==> src/rtl/if_fetch_stage_if.sv <==
// ============================================================================
// if_fetch_stage_if
// Purpose : instruction-memory request/ready port between the fetch stage and
//           the instruction memory.
// Signals :
//   imem_req    fetch request (fetch stage -> memory)
//   imem_addr   fetch byte address, held stable while req=1 and ready=0
//   imem_ready  response valid this cycle (memory -> fetch stage)
//   imem_rdata  instruction word, valid when ready=1
// Modports: master = fetch stage, slave = instruction memory.
// ============================================================================
interface if_fetch_stage_if;
    logic        imem_req;
    logic [15:0] imem_addr;
    logic        imem_ready;
    logic [15:0] imem_rdata;

    modport master (
        output imem_req,
        output imem_addr,
        input  imem_ready,
        input  imem_rdata
    );

    modport slave (
        input  imem_req,
        input  imem_addr,
        output imem_ready,
        output imem_rdata
    );
endinterface

==> src/rtl/if_fetch_stage.sv <==
// ============================================================================
// if_fetch_stage
// Purpose : instruction-fetch stage ahead of the IF/ID register of the 16-bit
//           CPU. Owns the PC, issues requests on a request/ready instruction
//           memory port (zero or more wait states), delivers instr + PC+2 to
//           IF/ID with a write strobe, honours hazard stalls, applies EX
//           redirects and generates the IF/ID flush.
// Ports   :
//   clk_i          clock, all state on rising edge
//   rst_n          asynchronous active-low reset
//   PCwrite_i      1 = IF/ID may advance, 0 = stall
//   redirect_i     taken branch/jump resolved in EX
//   redirect_pc_i  redirect target (bit 0 forced to 0)
//   imem           instruction-memory port (master side)
//   instr_o        instruction to IF/ID
//   next_PC_o      fetched PC + PC_STEP to IF/ID
//   IFIDwrite_o    IF/ID capture enable
//   IFIDflush_o    IF/ID flush (= redirect_i outside BOOT)
// Optional: define IF_PERF_CNT_EN to add saturating counters perf_fetch_o
//           (cycles with IFIDwrite_o=1) and perf_stall_o (cycles with a
//           request outstanding and no ready).
// ============================================================================
module if_fetch_stage #(
    parameter logic [15:0] RESET_PC = 16'h0000,
    parameter int unsigned PC_STEP  = 2
) (
    input  logic             clk_i,
    input  logic             rst_n,
    input  logic             PCwrite_i,
    input  logic             redirect_i,
    input  logic [15:0]      redirect_pc_i,
    if_fetch_stage_if.master imem,
    output logic [15:0]      instr_o,
    output logic [15:0]      next_PC_o,
    output logic             IFIDwrite_o,
    output logic             IFIDflush_o
`ifdef IF_PERF_CNT_EN
    ,
    output logic [15:0]      perf_fetch_o,
    output logic [15:0]      perf_stall_o
`endif
);

    typedef enum logic [1:0] {
        ST_BOOT  = 2'd0,
        ST_FETCH = 2'd1,
        ST_HOLD  = 2'd2,
        ST_DRAIN = 2'd3
    } state_t;

    localparam logic [15:0] STEP = PC_STEP[15:0];

    // 16-bit modulo PC increment; wrap from FFFE to 0000 is silent.
    function automatic logic [15:0] pc_inc(input logic [15:0] pc);
        return pc + STEP;
    endfunction

    state_t      r_state;
    logic [15:0] r_pc;
    logic [15:0] r_req_addr;
    logic [15:0] r_hold_instr;
    logic [15:0] r_hold_npc;
    logic [15:0] r_last_instr;
    logic [15:0] r_last_npc;

    state_t      w_state_d;
    logic [15:0] w_pc_d;
    logic [15:0] w_req_addr_d;
    logic [15:0] w_hold_instr_d;
    logic [15:0] w_hold_npc_d;
    logic        w_req;
    logic        w_write;
    logic [15:0] w_instr;
    logic [15:0] w_npc;
    logic [15:0] w_target;
    logic [15:0] w_seq_npc;
    logic        w_unused_pc0;

    assign w_target     = {redirect_pc_i[15:1], 1'b0};
    assign w_unused_pc0 = redirect_pc_i[0];
    assign w_seq_npc    = pc_inc(r_req_addr);

    // Next-state, datapath updates and IF/ID outputs for the fetch FSM.
    always_comb begin
        w_state_d      = r_state;
        w_pc_d         = r_pc;
        w_req_addr_d   = r_req_addr;
        w_hold_instr_d = r_hold_instr;
        w_hold_npc_d   = r_hold_npc;
        w_req          = 1'b0;
        w_write        = 1'b0;
        // Undriven cycles repeat the last value presented to IF/ID.
        w_instr        = r_last_instr;
        w_npc          = r_last_npc;

        case (r_state)
            ST_BOOT: begin
                w_state_d = ST_FETCH;
                if (redirect_i) begin
                    w_pc_d       = w_target;
                    w_req_addr_d = w_target;
                end else begin
                    w_pc_d       = r_pc;
                    w_req_addr_d = r_req_addr;
                end
            end
            ST_FETCH: begin
                w_req = 1'b1;
                if (imem.imem_ready) begin
                    if (redirect_i) begin
                        // Response belongs to the wrong path: drop it.
                        w_pc_d       = w_target;
                        w_req_addr_d = w_target;
                    end else if (PCwrite_i) begin
                        w_write      = 1'b1;
                        w_instr      = imem.imem_rdata;
                        w_npc        = w_seq_npc;
                        w_pc_d       = w_seq_npc;
                        w_req_addr_d = w_seq_npc;
                    end else begin
                        // Stalled: park the word until IF/ID can take it.
                        w_hold_instr_d = imem.imem_rdata;
                        w_hold_npc_d   = w_seq_npc;
                        w_state_d      = ST_HOLD;
                    end
                end else begin
                    if (redirect_i) begin
                        // Outstanding request cannot be withdrawn; keep its
                        // address and drain the response first.
                        w_pc_d    = w_target;
                        w_state_d = ST_DRAIN;
                    end else begin
                        w_state_d = ST_FETCH;
                    end
                end
            end
            ST_HOLD: begin
                w_instr = r_hold_instr;
                w_npc   = r_hold_npc;
                if (redirect_i) begin
                    w_pc_d       = w_target;
                    w_req_addr_d = w_target;
                    w_state_d    = ST_FETCH;
                end else if (PCwrite_i) begin
                    w_write      = 1'b1;
                    w_pc_d       = r_hold_npc;
                    w_req_addr_d = r_hold_npc;
                    w_state_d    = ST_FETCH;
                end else begin
                    w_state_d = ST_HOLD;
                end
            end
            ST_DRAIN: begin
                w_req = 1'b1;
                if (imem.imem_ready) begin
                    w_state_d = ST_FETCH;
                    if (redirect_i) begin
                        w_pc_d       = w_target;
                        w_req_addr_d = w_target;
                    end else begin
                        w_req_addr_d = r_pc;
                    end
                end else begin
                    if (redirect_i) begin
                        w_pc_d = w_target;
                    end else begin
                        w_pc_d = r_pc;
                    end
                end
            end
            default: begin
                w_state_d = ST_BOOT;
            end
        endcase
    end

    // FSM state, PC, request address, stall buffer and last IF/ID values.
    always_ff @(posedge clk_i or negedge rst_n) begin
        if (!rst_n) begin
            r_state      <= ST_BOOT;
            r_pc         <= RESET_PC;
            r_req_addr   <= RESET_PC;
            r_hold_instr <= 16'h0000;
            r_hold_npc   <= 16'h0000;
            r_last_instr <= 16'h0000;
            r_last_npc   <= 16'h0000;
        end else begin
            r_state      <= w_state_d;
            r_pc         <= w_pc_d;
            r_req_addr   <= w_req_addr_d;
            r_hold_instr <= w_hold_instr_d;
            r_hold_npc   <= w_hold_npc_d;
            r_last_instr <= w_instr;
            r_last_npc   <= w_npc;
        end
    end

    assign imem.imem_req  = w_req;
    assign imem.imem_addr = r_req_addr;
    assign instr_o        = w_instr;
    assign next_PC_o      = w_npc;
    assign IFIDwrite_o    = w_write;
    assign IFIDflush_o    = redirect_i && (r_state != ST_BOOT);

`ifdef IF_PERF_CNT_EN
    logic [15:0] r_perf_fetch;
    logic [15:0] r_perf_stall;

    // Saturating fetch/stall performance counters.
    always_ff @(posedge clk_i or negedge rst_n) begin
        if (!rst_n) begin
            r_perf_fetch <= 16'h0000;
            r_perf_stall <= 16'h0000;
        end else begin
            if (w_write && (r_perf_fetch != 16'hFFFF)) begin
                r_perf_fetch <= r_perf_fetch + 16'd1;
            end
            if (w_req && !imem.imem_ready && (r_perf_stall != 16'hFFFF)) begin
                r_perf_stall <= r_perf_stall + 16'd1;
            end
        end
    end

    assign perf_fetch_o = r_perf_fetch;
    assign perf_stall_o = r_perf_stall;
`endif

endmodule

==> src/flat_wrapper.sv <==
// flat-port wrapper written by rule: the top's interface ports become plain ports
module if_fetch_stage_flat 
#(
    parameter logic [15:0] RESET_PC = 16'h0000,
    parameter int unsigned PC_STEP  = 2
)
  (clk_i, rst_n, PCwrite_i, redirect_i, redirect_pc_i, instr_o, next_PC_o, IFIDwrite_o, IFIDflush_o, imem_imem_req, imem_imem_addr, imem_imem_ready, imem_imem_rdata);
  if_fetch_stage_if imem_i ();
  input  logic clk_i;
  input  logic rst_n;
  input  logic PCwrite_i;
  input  logic redirect_i;
  input  logic [15:0] redirect_pc_i;
  output logic [15:0] instr_o;
  output logic [15:0] next_PC_o;
  output logic IFIDwrite_o;
  output logic IFIDflush_o;
  output wire logic [$bits(imem_i.imem_req)-1:0] imem_imem_req;
  output wire logic [$bits(imem_i.imem_addr)-1:0] imem_imem_addr;
  input wire logic [$bits(imem_i.imem_ready)-1:0] imem_imem_ready;
  input wire logic [$bits(imem_i.imem_rdata)-1:0] imem_imem_rdata;
  assign imem_imem_req = imem_i.imem_req;
  assign imem_imem_addr = imem_i.imem_addr;
  assign imem_i.imem_ready = imem_imem_ready;
  assign imem_i.imem_rdata = imem_imem_rdata;
  if_fetch_stage #(.RESET_PC(RESET_PC), .PC_STEP(PC_STEP)) u_core (.clk_i(clk_i), .rst_n(rst_n), .PCwrite_i(PCwrite_i), .redirect_i(redirect_i), .redirect_pc_i(redirect_pc_i), .imem(imem_i), .instr_o(instr_o), .next_PC_o(next_PC_o), .IFIDwrite_o(IFIDwrite_o), .IFIDflush_o(IFIDflush_o));
endmodule
==> config.mk <==
export PLATFORM = sky130hd
export DESIGN_NAME = if_fetch_stage_flat
export DESIGN_NICKNAME = d
export VERILOG_FILES = /design/src/rtl/if_fetch_stage_if.sv /design/src/rtl/if_fetch_stage.sv /design/src/flat_wrapper.sv
export SDC_FILE = /design/constraint.sdc
export NUM_CORES = 1
export LEC_CHECK = 0
export CORE_ASPECT_RATIO = 1.25
export CORE_MARGIN = 8
export CORE_UTILIZATION = 45
export CTS_CLUSTER_SIZE = 30
export DETAILED_ROUTE_END_ITERATION = 8
export PLACE_DENSITY = 0.69
export SLEW_MARGIN = 20
export SYNTH_ARGS = -nofsm -noshare
export SYNTH_HDL_FRONTEND = slang
export SYNTH_SLANG_ARGS = --single-unit
==> constraint.sdc <==
create_clock -name clk_i -period 3.3 [get_ports clk_i]
set_clock_uncertainty 0.2 [all_clocks]
set_input_delay 0.66 -clock clk_i [delete_from_list [all_inputs] [get_ports clk_i]]
set_output_delay 0.66 -clock clk_i [all_outputs]
set_load 0.05 [all_outputs]
Word level (Yosys, flattened, before mapping)
Cells that the tools add are included.
- register bits: 98
- word-level logic and storage cells: 62
- add/subtract/negate cells: 1
- equal/unequal tests: 11
- multiplexer cells: 32
- bitwise operators: 2
- reduce and logical (&&, ||, !) cells: 9
- operators by type and width (kind ; number):
    2-to-1 mux 16 bit ; 15
    one-hot mux 16 bit (2 select lines) ; 2
    one-hot mux 16 bit (4 select lines) ; 1
    one-hot mux 16 bit (3 select lines) ; 1
    adder 16 x 2 -> 16 bit, second input constant ; 1
    2-to-1 mux 2 bit ; 7
    != test 3 bit, second input constant ; 4
    one-hot mux 2 bit (4 select lines) ; 1
    != test 2 bit, second input constant ; 3
    AND reduction 5 bit ; 1
    == test 2 bit, second input constant ; 2
    2-to-1 mux 1 bit ; 4
    != test 4 bit, second input constant ; 1
    AND reduction 4 bit ; 1
    OR reduction 2 bit ; 2
    AND reduction 3 bit ; 1
    == test 2 x 1 -> 1 bit, second input constant ; 1
    logical NOT 2 bit ; 1
    inverter 1 bit ; 2
    one-hot mux 1 bit (2 select lines) ; 1
    AND reduction 2 bit ; 1
    nonzero test 2 bit ; 1
    logical AND 1 bit ; 1

Logic depth before layout (Yosys ltp)
- depth in word-level cells: 5
- gate-level depth with buffers: 10
- depth with buffers taken out: 7

Worst setup path before layout
No wires, ideal clock.
- kind: reg-to-output
- from: reg u_core.r_req_addr[7] (netlist: u_core.imem.imem_addr[7])
- to: out next_PC_o[10]
- data arrival time: 2.918 ns
- required time: 2.440 ns
- path slack: -0.478 ns
- cell stages (with the launch flop): 6
- cell sequence: dfrtp_1 > buf_2 > nand4_4 > or4_1 > and2_2 > o21ai_0
- longest elaborated chain between the ends: 5
- ends and longest elaborated chain (what ; line ; text):
    start: declaration ; if_fetch_stage.sv:60 ; logic [15:0] r_req_addr;
    start signal: assignment ; if_fetch_stage.sv:190 ; r_req_addr <= w_req_addr_d;
    adder 16 x 2 -> 16 bit ; if_fetch_stage.sv:55 ; return pc + STEP;
    2-to-1 mux 16 bit ; if_fetch_stage.sv:114 ; end else if (PCwrite_i) begin
    2-to-1 mux 16 bit ; if_fetch_stage.sv:110 ; if (redirect_i) begin
    2-to-1 mux 16 bit ; if_fetch_stage.sv:109 ; if (imem.imem_ready) begin
    one-hot mux 16 bit (2 select lines) ; if_fetch_stage.sv:96 ; case (r_state)
    end: declaration ; flat_wrapper.sv:15 ; output logic [15:0] next_PC_o;
Every way passes these cells.

Final worst setup path
- from: reg u_core.r_req_addr[7] (netlist: u_core.imem.imem_addr[7])
- to: out next_PC_o[11]
Same word-level chain as after synthesis.

==> results.py <==
metrics = {
    "run_status": {
        "outcome": "finished with violations",
        "violations": "negative hold slack",
    },
    "global_route": {
        "antenna_found_initial": 1,
        "grt_max_degree": 77,
        "grt_overflow_total": 0,
        "grt_pass1_wl_mm": 27.5,
        "grt_usage_pct": 21.3,
        "grt_pass1_vias": 5373,
    },
    "power": {
        "switchingPower_mw": 3.80,
        "clkPwrFrac_pct": 13.2,
        "power_density_nw_per_um2": 1060,
        "internal_power_mw": 4.14,
        "peakVddDrop_uv": 576,
        "combPwrFrac_pct": 60.0,
        "sequentialPowerShare_pct": 26.9,
        "sw_frac_of_total_pct": 47.9,
        "p_total_mw": 7.94,
        "p_leak_nw": 3.02,
    },
    "logic_synthesis": {
        "synthMuxAreaShare_pct": 5.95,
        "yosysTopAreaCellShare_pct": 43.8,
        "synth_top_family_by_area": "compound AO/OA/AOI/OAI gates",
        "synth.distinct_cells": 60,
        "ys_seq_area_share_pct": 43.8,
        "synth_simple_gate_area_share_pct": 13.8,
        "ys_seq_elements": 98,
        "yosys.area.top_type": "dfrtp_1",
        "synth_compound_area_share_pct": 27.9,
        "syn_avg_cell_area_sq_um": 9.07,
        "synthAdderAreaFrac_pct": 1.34,
        "postSynthNetCount": 660,
        "synthXorXnorAreaFrac_pct": 2.19,
        "netlist_instances": 617,
        "synth.area.top_cells": "dfrtp_1, a22oi_1, mux2_2",
        "synth_edf_count": 0,
        "async_reset_ff_share_pct": 100,
        "syn_area_sq_um": 5600,
        "ys.flop_type": "dfrtp_1",
        "yosys_warnings": 0,
    },
    "clock_tree": {
        "cts_tree": "built",
        "clockBufferDepth": 2,
        "insertion_delay_ps": 350,
        "path_clk_slew_ps": 70,
        "cts_root_buf": "clkbuf_16",
        "numClockSinks": 98,
        "numCtsBuffers": 9,
        "h-tree-depth": 3,
    },
    "sta": {
        "tightest_slew_ps": 831,
        "timing_hold_violations_final": 5,
        "relSlewSlack_pct": 44.4,
        "max_freq_ghz": 0.310,
        "maxSlewViolCount": 0,
        "hold_ws_ps": -7.60,
        "period_minus_slack_ps": 3230,
        "finalSetupViolCount": 0,
        "period_share_pct": 97.9,
        "setup_ws_ps": 69.9,
    },
    "floorplanning": {
        "initial_core_util_pct": 46.0,
        "coreArea_sq_um": 12200,
        "pin_count": 88,
        "rows": 45,
        "die_x_microns": 116,
        "die_h_microns": 141,
        "die_area_sq_um": 16300,
    },
    "placed_design": {
        "place_ws_ps": 40.8,
        "hpwlAfterDp_mm": 12.1,
        "routabilityCongestion": 0.932,
        "portBuffers": 86,
    },
    "setup_path": {
        "cp.arrival_ps": 2370,
        "r2r_end": "u_core.r_pc[15]",
        "worst-path-max-fanout": 8,
        "startpoint_type": "register",
        "cp.required_ps": 2440,
        "rrSetupSlack_ps": 520,
        "r2r_start": "u_core.r_state[0]",
        "ff2ff_path_depth": 8,
        "endpoint_kind": "primary output",
        "crit_type": "register to primary output",
    },
    "routing": {
        "num_vias": 5390,
        "drtIter0Drc": 517,
        "postRouteAntennaNets": 0,
        "route.detailed.drc": 0,
        "first_pass_iters": 5,
        "viasPerCell": 6.17,
        "wl_per_cell_microns": 19.9,
        "routed_wl_mm": 17.4,
    },
    "layout": {
        "drive_gt1_share_pct": 20.1,
        "syn_to_final_growth_pct": 33.4,
        "nNetsFinal": 746,
    },
    "worst_hold_path": {
        "hold_path_class": "input port to asynchronous set/reset pin",
    },
    "job": {
        "maxCapViolations": 0,
    },
}
sequential cells by signal, indices dropped and copies added, names as in the netlist:
name	cells
u_core.r_last_npc	16
u_core.r_pc	16
u_core.r_state	2
u_core.r_hold_npc	16
u_core.imem.imem_addr	16
u_core.r_hold_instr	16
u_core.r_last_instr	16
placed cells by master (no fill, tap or decap), types with 3 or more instances in the layout:
| cell type | count |
|---|---|
| a211oi_1 | 7 |
| a21o_1 | 3 |
| a21oi_1 | 44 |
| a221o_1 | 7 |
| a221oi_1 | 11 |
| a22o_1 | 8 |
| a22oi_1 | 39 |
| a31oi_1 | 9 |
| buf_12 | 37 |
| buf_4 | 37 |
| clkbuf_16 | 9 |
| clkdlybuf4s50_1 | 48 |
| dfrtp_1 | 93 |
| dfrtp_2 | 5 |
| ha_1 | 4 |
| inv_1 | 16 |
| inv_6 | 4 |
| mux2_2 | 24 |
| mux2i_1 | 4 |
| nand2_1 | 68 |
| nand2b_1 | 7 |
| nand3_1 | 8 |
| nand4_1 | 3 |
| nor2_1 | 48 |
| nor2b_1 | 3 |
| nor3_1 | 10 |
| o2111ai_1 | 3 |
| o211ai_1 | 6 |
| o21ai_0 | 31 |
| o21ai_1 | 27 |
| o221ai_1 | 5 |
| o22ai_1 | 7 |
| o31ai_1 | 7 |
| or3_1 | 4 |
| xnor2_1 | 8 |
| xor2_1 | 6 |
per-stage QoR:
stage	TNS [ps]	utilization, %	hold slack (ps)	instance area [sq um]	instances
after floorplan	-82.2	-	164	5600	617
after global placement	0	58.4	269	7100	854
after detailed placement	0	58.4	294	7100	854
after CTS	0	60.8	316	7390	870
after global routing	-31.3	61.4	9.03	7460	873
final	0	61.4	-7.60	7460	873
cell type report:
cell class	instances	area (sq um)
fill	1078	4700
timing repair buffer	125	1540
inverter	17	63.8
sequential	98	2460
clock buffer	9	225
tap	164	205
antenna	1	2.50
multi-input combinational	452	2900
clock inverter	7	65.1
synthesized netlist by cell type (8+ instances only):
| master | instances |
|---|---|
| a21oi_1 | 45 |
| a221oi_1 | 12 |
| a22o_1 | 8 |
| a22oi_1 | 39 |
| a31oi_1 | 9 |
| buf_1 | 9 |
| buf_2 | 17 |
| clkbuf_1 | 23 |
| dfrtp_1 | 98 |
| inv_1 | 16 |
| mux2_2 | 24 |
| nand2_1 | 68 |
| nand3_1 | 8 |
| nor2_1 | 48 |
| nor3_1 | 11 |
| o21ai_0 | 45 |
| o21ai_1 | 15 |
| xnor2_1 | 8 |
per-layer routing:
layer	track usage, %	share of wire (%)	vias up	routed length, microns
met3	4.79	9.5	33	1640
met2	34.0	47	301	8200
li1	-	-	2462	-
met1	26.5	41	2594	7040
met5	0	0	-	0
met4	10.1	2.8	0	489
what timing repair did:
| action | CTS | global route |
|---|---|---|
| hold buffers | 0 | 0 |
| gates resized for setup | 1 | 11 |
| pin swaps | 0 | 1 |
| gates cloned | 0 | 0 |
| endpoints found under the setup margin | 2 | 17 |
| buffers inserted | 0 | 1 |
cell families (layout without fill, tap and decap cells):
logic type | Yosys count | after routing
flip-flops | 98 | 98
XOR/XNOR | 14 | 14
AND/OR/NAND/NOR | 168 | 168
multiplexers | 30 | 30
other | 0 | 1
AO/OA/AOI/OAI | 234 | 234
adder cells (fa/ha/maj) | 6 | 6
buffers and inverters | 67 | 158
how the worst max path moves through the flow:
stage	start	to	slack [ps]	depth (start not counted)
2_1_floorplan	u_core.imem.imem_addr[7]	next_PC_o[10]	-80	5
3_5_place_dp	imem_imem_ready	next_PC_o[14]	40	6
6_report	u_core.imem.imem_addr[7]	next_PC_o[11]	70	6
5_1_grt	u_core.imem.imem_addr[7]	next_PC_o[11]	-30	6
3_3_place_gp	imem_imem_ready	next_PC_o[15]	80	6
4_1_cts	u_core.imem.imem_addr[2]	next_PC_o[15]	20	6
critical path, cell delays in order (launching register included):
cell and delay, ps:
dfrtp_2 490, nand4_4 200, or4_1 540, and2_1 220
a21o_1 200, a21oi_2 210, buf_12 170
power groups by stage:
stage / registers, mW / logic (mW) / clock network (mW)
global placement: 2.10 / 4.64 / 0
finish: 2.13 / 4.76 / 1.04
detailed placement: 2.14 / 4.70 / 0
CTS: 2.12 / 4.72 / 1.07
floorplan: 2.33 / 2.61 / 0
global route: 2.19 / 5.06 / 1.11
(Power assumes the default switching activity.)
